## src/rtl/iic_m_phy_seq.sv

```systemverilog
// iic_m_phy_seq: I2C master bit-sequencer PHY.
//
// Plays STEP_NUM SCK/SDA steps per bit word, paced by a baud divider. It handles
// slave clock stretching with an optional timeout, checks for arbitration loss and
// returns a majority-voted receive bit for each word.
//
// Ports:
//   clk_sys, rst_n          clock, synchronous active-low reset
//   cfg_baud_div            step period minus 1 (cycles), cfg_sto stretch timeout (0 = off)
//   bit_wvalid/bit_wready   bit word handshake; bit_wdata = {sda_t[S], sck_o[S], sda_o[S]}
//                           with step k at bit S-1-k of each field
//   bit_rdata/bit_rvalid    voted receive bit, pulsed with bit_wready
//   iic_sck_i, iic_sda_i    pad inputs
//   iic_sck_o/_t, iic_sda_o/_t  pad drive (_t=1 drives)
//   err_arb, err_sto        arbitration-loss / stretch-timeout pulses
//   busy                    FSM not idle
//
// Build option: define IIC_M_PHY_ARB_EN to enable the arbitration check and err_arb.
// U_DLY is kept for interface compatibility; assignments carry no delay.

module iic_m_phy_seq #(
  parameter int unsigned U_DLY      = 1,
  parameter int unsigned STEP_NUM   = 4,
  parameter int unsigned BAUD_DIV_W = 16,
  parameter int unsigned STO_W      = 16
) (
  input  logic                    clk_sys,
  input  logic                    rst_n,
  input  logic [BAUD_DIV_W-1:0]   cfg_baud_div,
  input  logic [STO_W-1:0]        cfg_sto,
  input  logic                    bit_wvalid,
  output logic                    bit_wready,
  input  logic [3*STEP_NUM-1:0]   bit_wdata,
  output logic                    bit_rdata,
  output logic                    bit_rvalid,
  input  logic                    iic_sck_i,
  input  logic                    iic_sda_i,
  output logic                    iic_sck_o,
  output logic                    iic_sck_t,
  output logic                    iic_sda_o,
  output logic                    iic_sda_t,
  output logic                    err_arb,
  output logic                    err_sto,
  output logic                    busy
);

  localparam int unsigned StepW = (STEP_NUM > 1) ? $clog2(STEP_NUM) : 1;
  localparam int unsigned CntW  = $clog2(STEP_NUM + 1);
  localparam logic [StepW-1:0] LastStep = StepW'(STEP_NUM - 1);

  typedef enum logic [1:0] {StIdle, StDrive, StStretch, StAbort} state_e;

  state_e                state_q, state_d;
  logic [BAUD_DIV_W-1:0] baud_q, baud_d;
  logic [StepW-1:0]      step_q, step_d;
  logic [STO_W-1:0]      sto_q, sto_d;
  logic [CntW-1:0]       n_q, n_d, m_q, m_d;
  logic                  sck_o_q, sck_o_d, sck_t_q, sck_t_d;
  logic                  sda_o_q, sda_o_d, sda_t_q, sda_t_d;
  logic                  wready_q, wready_d, rvalid_q, rvalid_d, rdata_q, rdata_d;
  logic                  err_arb_q, err_arb_d, err_sto_q, err_sto_d;

  logic                  unused_dly;
  assign unused_dly = (U_DLY != 0);

  // Per-step fields of the word, and the step selected by step_q.
  logic [STEP_NUM-1:0] fld_t, fld_c, fld_d;
  logic [StepW-1:0]    bit_idx;
  logic                tick, stretch_hit, arb_hit, smp_hit;

  assign fld_t   = bit_wdata[3*STEP_NUM-1:2*STEP_NUM];
  assign fld_c   = bit_wdata[2*STEP_NUM-1:STEP_NUM];
  assign fld_d   = bit_wdata[STEP_NUM-1:0];
  assign bit_idx = LastStep - step_q;

  assign tick = (state_q == StDrive) && (baud_q >= cfg_baud_div);

  // Checks look at the step currently on the pads, i.e. the one being left at this tick.
  assign stretch_hit = sck_t_q & sck_o_q & ~iic_sck_i;
`ifdef IIC_M_PHY_ARB_EN
  assign arb_hit = sda_t_q & sda_o_q & sck_o_q & ~iic_sda_i;
`else
  assign arb_hit = 1'b0;
`endif
  assign smp_hit = ~sda_t_q & sck_o_q & iic_sck_i;

  always_comb begin
    state_d   = state_q;
    baud_d    = baud_q;
    step_d    = step_q;
    sto_d     = sto_q;
    n_d       = n_q;
    m_d       = m_q;
    sck_o_d   = sck_o_q;
    sck_t_d   = sck_t_q;
    sda_o_d   = sda_o_q;
    sda_t_d   = sda_t_q;
    wready_d  = 1'b0;
    rvalid_d  = 1'b0;
    rdata_d   = rdata_q;
    err_arb_d = 1'b0;
    err_sto_d = 1'b0;

    unique case (state_q)
      StIdle: begin
        if (bit_wvalid) begin
          state_d = StDrive;
          baud_d  = '0;
          step_d  = '0;
        end
      end

      StDrive: begin
        if (!tick) begin
          baud_d = baud_q + BAUD_DIV_W'(1);
        end else begin
          baud_d = '0;
          if (stretch_hit) begin
            state_d = StStretch;
            sto_d   = '0;
          end else if (arb_hit) begin
            state_d   = StAbort;
            err_arb_d = 1'b1;
          end else if ((step_q == '0) && !bit_wvalid) begin
            // No follow-on word after a consumed one: release and go idle.
            state_d = StIdle;
            sck_o_d = 1'b1;
            sck_t_d = 1'b0;
            sda_o_d = 1'b1;
            sda_t_d = 1'b0;
          end else begin
            sck_o_d = fld_c[bit_idx];
            sck_t_d = 1'b1;
            sda_o_d = fld_d[bit_idx];
            sda_t_d = fld_t[bit_idx];
            // Step 0 starts a word: whatever was on the pads belongs to the previous one.
            if (step_q == '0) begin
              n_d = '0;
              m_d = '0;
            end else begin
              n_d = n_q + CntW'(smp_hit);
              m_d = m_q + CntW'(smp_hit & iic_sda_i);
            end
            if (step_q == LastStep) begin
              step_d   = '0;
              wready_d = 1'b1;
              if (n_d != '0) begin
                rvalid_d = 1'b1;
                // Tie votes 1, like the pulled-up bus.
                rdata_d  = ({m_d, 1'b0} >= {1'b0, n_d});
              end
            end else begin
              step_d = step_q + StepW'(1);
            end
          end
        end
      end

      StStretch: begin
        sto_d = sto_q + STO_W'(1);
        if (iic_sck_i) begin
          state_d = StDrive;
          baud_d  = '0;
        end else if ((cfg_sto != '0) && (sto_d >= cfg_sto)) begin
          state_d   = StAbort;
          err_sto_d = 1'b1;
        end
      end

      StAbort: begin
        sck_o_d = 1'b1;
        sck_t_d = 1'b0;
        sda_o_d = 1'b1;
        sda_t_d = 1'b0;
        if (!bit_wvalid) begin
          state_d = StIdle;
        end
      end
    endcase
  end

  always_ff @(posedge clk_sys) begin
    if (!rst_n) begin
      state_q   <= StIdle;
      baud_q    <= '0;
      step_q    <= '0;
      sto_q     <= '0;
      n_q       <= '0;
      m_q       <= '0;
      sck_o_q   <= 1'b1;
      sck_t_q   <= 1'b0;
      sda_o_q   <= 1'b1;
      sda_t_q   <= 1'b0;
      wready_q  <= 1'b0;
      rvalid_q  <= 1'b0;
      rdata_q   <= 1'b0;
      err_arb_q <= 1'b0;
      err_sto_q <= 1'b0;
    end else begin
      state_q   <= state_d;
      baud_q    <= baud_d;
      step_q    <= step_d;
      sto_q     <= sto_d;
      n_q       <= n_d;
      m_q       <= m_d;
      sck_o_q   <= sck_o_d;
      sck_t_q   <= sck_t_d;
      sda_o_q   <= sda_o_d;
      sda_t_q   <= sda_t_d;
      wready_q  <= wready_d;
      rvalid_q  <= rvalid_d;
      rdata_q   <= rdata_d;
      err_arb_q <= err_arb_d;
      err_sto_q <= err_sto_d;
    end
  end

  assign iic_sck_o  = sck_o_q;
  assign iic_sck_t  = sck_t_q;
  assign iic_sda_o  = sda_o_q;
  assign iic_sda_t  = sda_t_q;
  assign bit_wready = wready_q;
  assign bit_rvalid = rvalid_q;
  assign bit_rdata  = rdata_q;
  assign err_arb    = err_arb_q;
  assign err_sto    = err_sto_q;
  assign busy       = (state_q != StIdle);

endmodule

```

## config.mk

```make
export PLATFORM = sky130hd
export DESIGN_NAME = iic_m_phy_seq
export DESIGN_NICKNAME = d
export VERILOG_FILES = /design/src/rtl/iic_m_phy_seq.sv
export SDC_FILE = /design/constraint.sdc
export NUM_CORES = 1
export LEC_CHECK = 0
export BUFFER_PORTS_ARGS = -buffer_cell sky130_fd_sc_hd__buf_2
export CORE_UTILIZATION = 57
export DETAILED_ROUTE_END_ITERATION = 12
export PLACE_DENSITY_LB_ADDON = 0.08
export SLEW_MARGIN = 20
export SYNTH_ARGS = -nofsm -noshare
export SYNTH_HDL_FRONTEND = slang
export SYNTH_SLANG_ARGS = --single-unit
```

## constraint.sdc

```tcl
create_clock -name clk_sys -period 3.2 [get_ports clk_sys]
set_input_delay 0.32 -clock clk_sys [delete_from_list [all_inputs] [get_ports clk_sys]]
set_output_delay 0.32 -clock clk_sys [all_outputs]
set_load 0.05 [all_outputs]
```

# Word level (Yosys, flattened, before mapping)
# Cells that the tools add are included.
[totals] reg_bits=50 in_bits=49 out_inout_bits=10
[classes] add_sub_neg=6 n_lt_le_gt_ge=4 n_eq_ne=13 n_mux=56 bitwise_logic=14 reduce_logical=23
[op_table] cell="$mux 16" count=5
[op_table] cell="$pmux 16 s3" count=1
[op_table] cell="$add 16x1->16 const B" count=2
[op_table] cell="$ge 16x16->1" count=2
[op_table] cell="$pmux 16 s2" count=1
[op_table] cell="$mux 3" count=10
[op_table] cell="$mux 2" count=12
[op_table] cell="$mux 1" count=18
[op_table] cell="$reduce_bool 16->1" count=1
[op_table] cell="$ne 2x2->1 const B" count=7
[op_table] cell="$reduce_and 5->1" count=2
[op_table] cell="$not 1->1" count=9
[op_table] cell="$reduce_and 3->1" count=3
[op_table] cell="$pmux 1 s2" count=4
[op_table] cell="$pmux 2 s4" count=1
[op_table] cell="$reduce_bool 2->1" count=4
[op_table] cell="$add 3x1->3" count=2
[op_table] cell="$bmux 1 s2" count=3
[op_table] cell="$eq 2x2->1 const B" count=3
[op_table] cell="$reduce_and 6->1" count=1
[op_table] cell="$reduce_bool 3->1" count=2
[op_table] cell="$reduce_or 6->1" count=1
[op_table] cell="$and 1x1->1" count=5
[op_table] cell="$reduce_or 5->1" count=1
[op_table] cell="other kinds (13)" count=16

# Longest topological paths before layout
[depth] ltp_word=11 depth_mapped=14

# Least setup slack after synthesis
# Ideal clock, no wire load.
[synth_path] path_type="register to register" startpoint="reg sto_q[0]" endpoint="reg state_q[0]" setup_ps=101 arrival_time_ps=2629 t_required_ps=3099 setup_slack_ps=470 stages_incl_launch_ff=15 path_buffers=1 period_less_slack_ps=2730 path_cell_list="dfxtp_1 > ha_1 > nand3_1 > or2_1 > clkbuf_1 > nor3_2 > and2_1 > xor2_1 > ha_1 > nand4_1 > nor2_1 > a2bb2oi_1 > a21o_1 > a21oi_1 > o41ai_1"
[synth_between] elab_chain_cells=5
[synth_rtl] item="from (decl)" line="56" rtl="logic [STO_W-1:0] sto_q, sto_d;"
[synth_rtl] item="from (signal assigned)" line="203" rtl="sto_q <= sto_d;"
[synth_rtl] item="$add 16x1->16" line="160" rtl="sto_d = sto_q + STO_W'(1);"
[synth_rtl] item="$ge 16x16->1" line="164" rtl="end else if ((cfg_sto != '0) && (sto_d >= cfg_sto)) begin"
[synth_rtl] item="$logic_and 1x1->1" line="164"
[synth_rtl] item="$ne 3x3->1 (no source line)"
[synth_rtl] item="$reduce_and 5->1 (no source line)"
[synth_rtl] item="to (signal assigned)" line="184" rtl="state_q <= StIdle;"
[synth_rtl] item="to (signal assigned)" line="200" rtl="state_q <= state_d;"
[synth_rtl] item="to (decl)" line="53" rtl="state_e state_q, state_d;"
# No other way between the ends.
# A chain may end at the register's enable or synchronous reset.

# Worst setup path after layout
[layout_path] startpoint="reg sto_q[2]" endpoint="reg state_q[0]"
# Same word-level chain as after synthesis.

==> key figures <==
Clocking
  – CTS max path bufs: 2
  – Post CTS Setup Buffer Count: 0
  – # H-tree levels: 2
  – Worst skew pair latency: approximately 0.31 ns
  – CTS Sinks: 50
  – Num CTS Buffers: 5
  – Root Driver: clkbuf_8
  – TritonCTS clock tree: yes
  – Worst-path clk slew: 0.10 ns

Drt
  – Via-to-Cell Ratio: 5.484
  – Post-route ant nets: 0
  – Routed length per placed instance: ~13 um
  – Via Count: 3027
  – Drt total wl: between 7000 and 8000 um
  – Remaining DRCs: 0
  – Initial DRC count: 132
  – First-pass iteration count of the detailed router: 4

Timing
  – RSZ-0062 raised after global routing: false
  – Max transition margin: between 50% and 60%
  – Final setup vio count: 0
  – Fin crit share: 91.31%
  – Total Neg Setup Slack: 0 ns
  – Crit path time final: 2.922 ns
  – Fin. max-slew vios: 0
  – Worst-margin pin slew: 0.6603 ns
  – Final Hold Viols: 0
  – Achievable Freq: 342.2 MHz
  – Post-Route Skew: 0.01248 ns

Floorplanning
  – IO Count: 59
  – Die area: 6426 sq um
  – Std cell rows: 28
  – Chip height: 80.16 um
  – Initial core utilization: a little under 60%
  – Chip Width: between 80 and 90 um
  – Core area: 5921 sq um

Placement
  – Placer Congestion: 0.7840
  – DPL Wire Length: roughly 5500 um
  – Placed cells: approximately 540
  – Port bufs: 57
  – Dpl cell area: 3820 sq um

Job
  – Max-capacitance violation count: 0

Worst setup path
  – CP Capture Type: flip-flop
  – Crit path launch type: flip-flop
  – Crit Path Class: reg2reg
  – Top delay family on crit path: compound AO/OA/AOI/OAI gates
  – WP data arrival: 3.10 ns
  – CP required: between 3 and 4 ns
  – Critical path fanouts, max: 9
  – Worst path slowest cell: dfxtp_1
  – Max stage delay on crit path: 0.44 ns
  – Crit path cell chain: nand2_1 > nor2_1 > nand3_1 > nor2_1 > xor2_1 > ha_1 > a21o_1 > a211oi_1 > a21oi_1 > a21o_1 > a21oi_1 > o41ai_1
  – Buf+Inv Stages, Crit Path: 0

Final layout
  – N_diodes: 0
  – Fin cells: 552
  – Fillers: about 530
  – Share of layout cells above drive strength 1: 17.19%
  – Nets: 567
  – Register Area: between 1000 and 1500 sq um
  – Commonest non-fill, non-tap cells in the layout: 57 x buf_2, 49 x dfxtp_1, 47 x nor2_1, 46 x inv_1, 42 x ha_1
  – Post-route cell area: 3969 sq um
  – Most common cell after layout, fill and taps aside: buf_2
  – Multi-input logic area: 2255 sq um
  – Area growth syn-to-layout: 13.98%
  – Finished Core Util: 67.03%

Global routing
  – GRT overflow: 0
  – Initial antenna violation count: 0
  – First-pass GRT wire length: roughly 12000 um
  – Overall routing resource usage: approximately a quarter
  – Pin count of the biggest net entering global routing: 18
  – Number of global-route vias before repair: 2801

Yosys
  – Cells after Synth: between 400 and 500
  – Seq cells post-synth: 50
  – Post-Syn Area: 3482 sq um
  – Async set-reset flop share out of synthesis: 0%
  – Number of synthesized flops with an enable pin: 0
  – YS warnings: 0
  – Synthesized area per cell: 8.232 sq um
  – Seq/Total Area, Yosys: 28.75%
  – Top FF cell, synth: dfxtp_1
  – Mapped Nets: between 500 and 600
  – Count of cell types in the netlist: 57

Run status
  – Status: complete, no violations

Power and ir drop
  – Leakage power total: 1.893 nW
  – Power Density: 328.5 nW/um^2
  – IR drop worst, VDD: 0.2184 mV

Hold path
  – Hold WC Path Type: in2reg
[stage by stage]
step | hold WS [ns] | worst slack (ns) | power [mW]
6_report | 0.2496 | 0.2780 | 1.304
5_1_grt | 0.2460 | 0.0006084 | 1.367
2_1_floorplan | 0.3979 | 0.4704 | 0.7401
4_1_cts | 0.2358 | 0.1434 | 1.320
3_3_place_gp | 0.4516 | 0.3259 | 0.7868
3_5_place_dp | 0.4548 | 0.1629 | 0.7915
[what timing repair did]
action / in CTS / in global routing
hold buffers: 0 / 0
setup endpoints to repair: 0 / 2
gates resized for setup: 0 / 2
[cells by family after synthesis]
family          share of synthesized area, %
simple gates                           19.87
flops                                  28.75
fa+ha+maj                              15.09
other cells                           0.1077
mux                                    3.090
xor+xnor                               8.552
buf+inv                                6.791
compound gates                         17.75
[routing by layer]
layer | global-route usage (%) | vias up | share of wire, %
met5 | 0 | - | 0
met4 | 5.357 | 0 | 0.43
met3 | 3.409 | 2 | 3.0
met2 | 41.79 | 46 | 49
met1 | 29.26 | 1400 | 48
li1 | - | 1579 | -
[layout make-up]
type	instances	area share, %
Sequential cell	50	25.25
Timing Repair Buffer	60	7.755
Clock inverter	3	1.734
Tap cell	75	2.364
Inverter	46	4.351
Multi-Input combinational cell	313	56.81
Clock buffer	5	1.734
[report_power, final]
part / internal (mW) / total [mW] / leakage (nW) / switching [mW]
registers: 0.628 / 0.639 / 0.404 / 0.0112
logic: 0.0621 / 0.139 / 1.42 / 0.0769
clock network: 0.313 / 0.526 / 0.0683 / 0.213
total: 1.00 / 1.30 / 1.89 / 0.301
[worst reg2reg max path: stages (launching register included)]
cell	delay, ns
dfxtp_1	0.44
nand2_1	0.09
nor2_1	0.26
nand3_1	0.35
nor2_1	0.22
xor2_1	0.20
ha_1	0.29
a21o_1	0.19
a211oi_1	0.24
a21oi_1	0.11
a21o_1	0.18
a21oi_1	0.14
o41ai_1	0.08
[final timing paths]
kind	startpoint	endpoint	slack, ns	depth (start not counted)
hold / removal	iic_sck_i	err_sto	0.25	2
setup / recovery	sto_q[2]	state_q[0]	0.28	12
hold reg to reg	n_q[0]	n_q[0]	0.47	2
setup reg to reg	sto_q[2]	state_q[0]	0.28	12
[cells in the mapped netlist (all sizes together) (5+ instances only)]
| master | count | share of area [%] |
|---|---|---|
| xnor2 | 17 | 4.3 |
| and3 | 8 | 1.4 |
| ha | 42 | 15 |
| a21oi | 23 | 3.4 |
| nor4 | 5 | 0.90 |
| nand3 | 8 | 1.1 |
| xor2 | 17 | 4.3 |
| nand2b | 7 | 1.3 |
| dfxtp | 50 | 29 |
| nand4 | 9 | 1.6 |
| or2 | 7 | 1.3 |
| nor2 | 47 | 5.1 |
| buf | 5 | 0.86 |
| inv | 46 | 5.0 |
| nand2 | 37 | 4.0 |
| o21a | 5 | 1.1 |
| a21o | 7 | 1.5 |
| a31oi | 9 | 1.6 |
| o21ai | 13 | 1.9 |
| clkbuf | 9 | 0.97 |
[flip-flops by register name (all words and copies together), names as in the netlist]
name,count
step_q,2
n_q,3
bit_rdata,1
baud_q,16
sto_q,16
iic_sda_o,1
m_q,3
state_q,2
iic_sck_o,1
bit_wready,1
bit_rvalid,1
err_sto,1
iic_sda_t,1
iic_sck_t,1
Note: power is estimated with default switching activity, not from simulation.
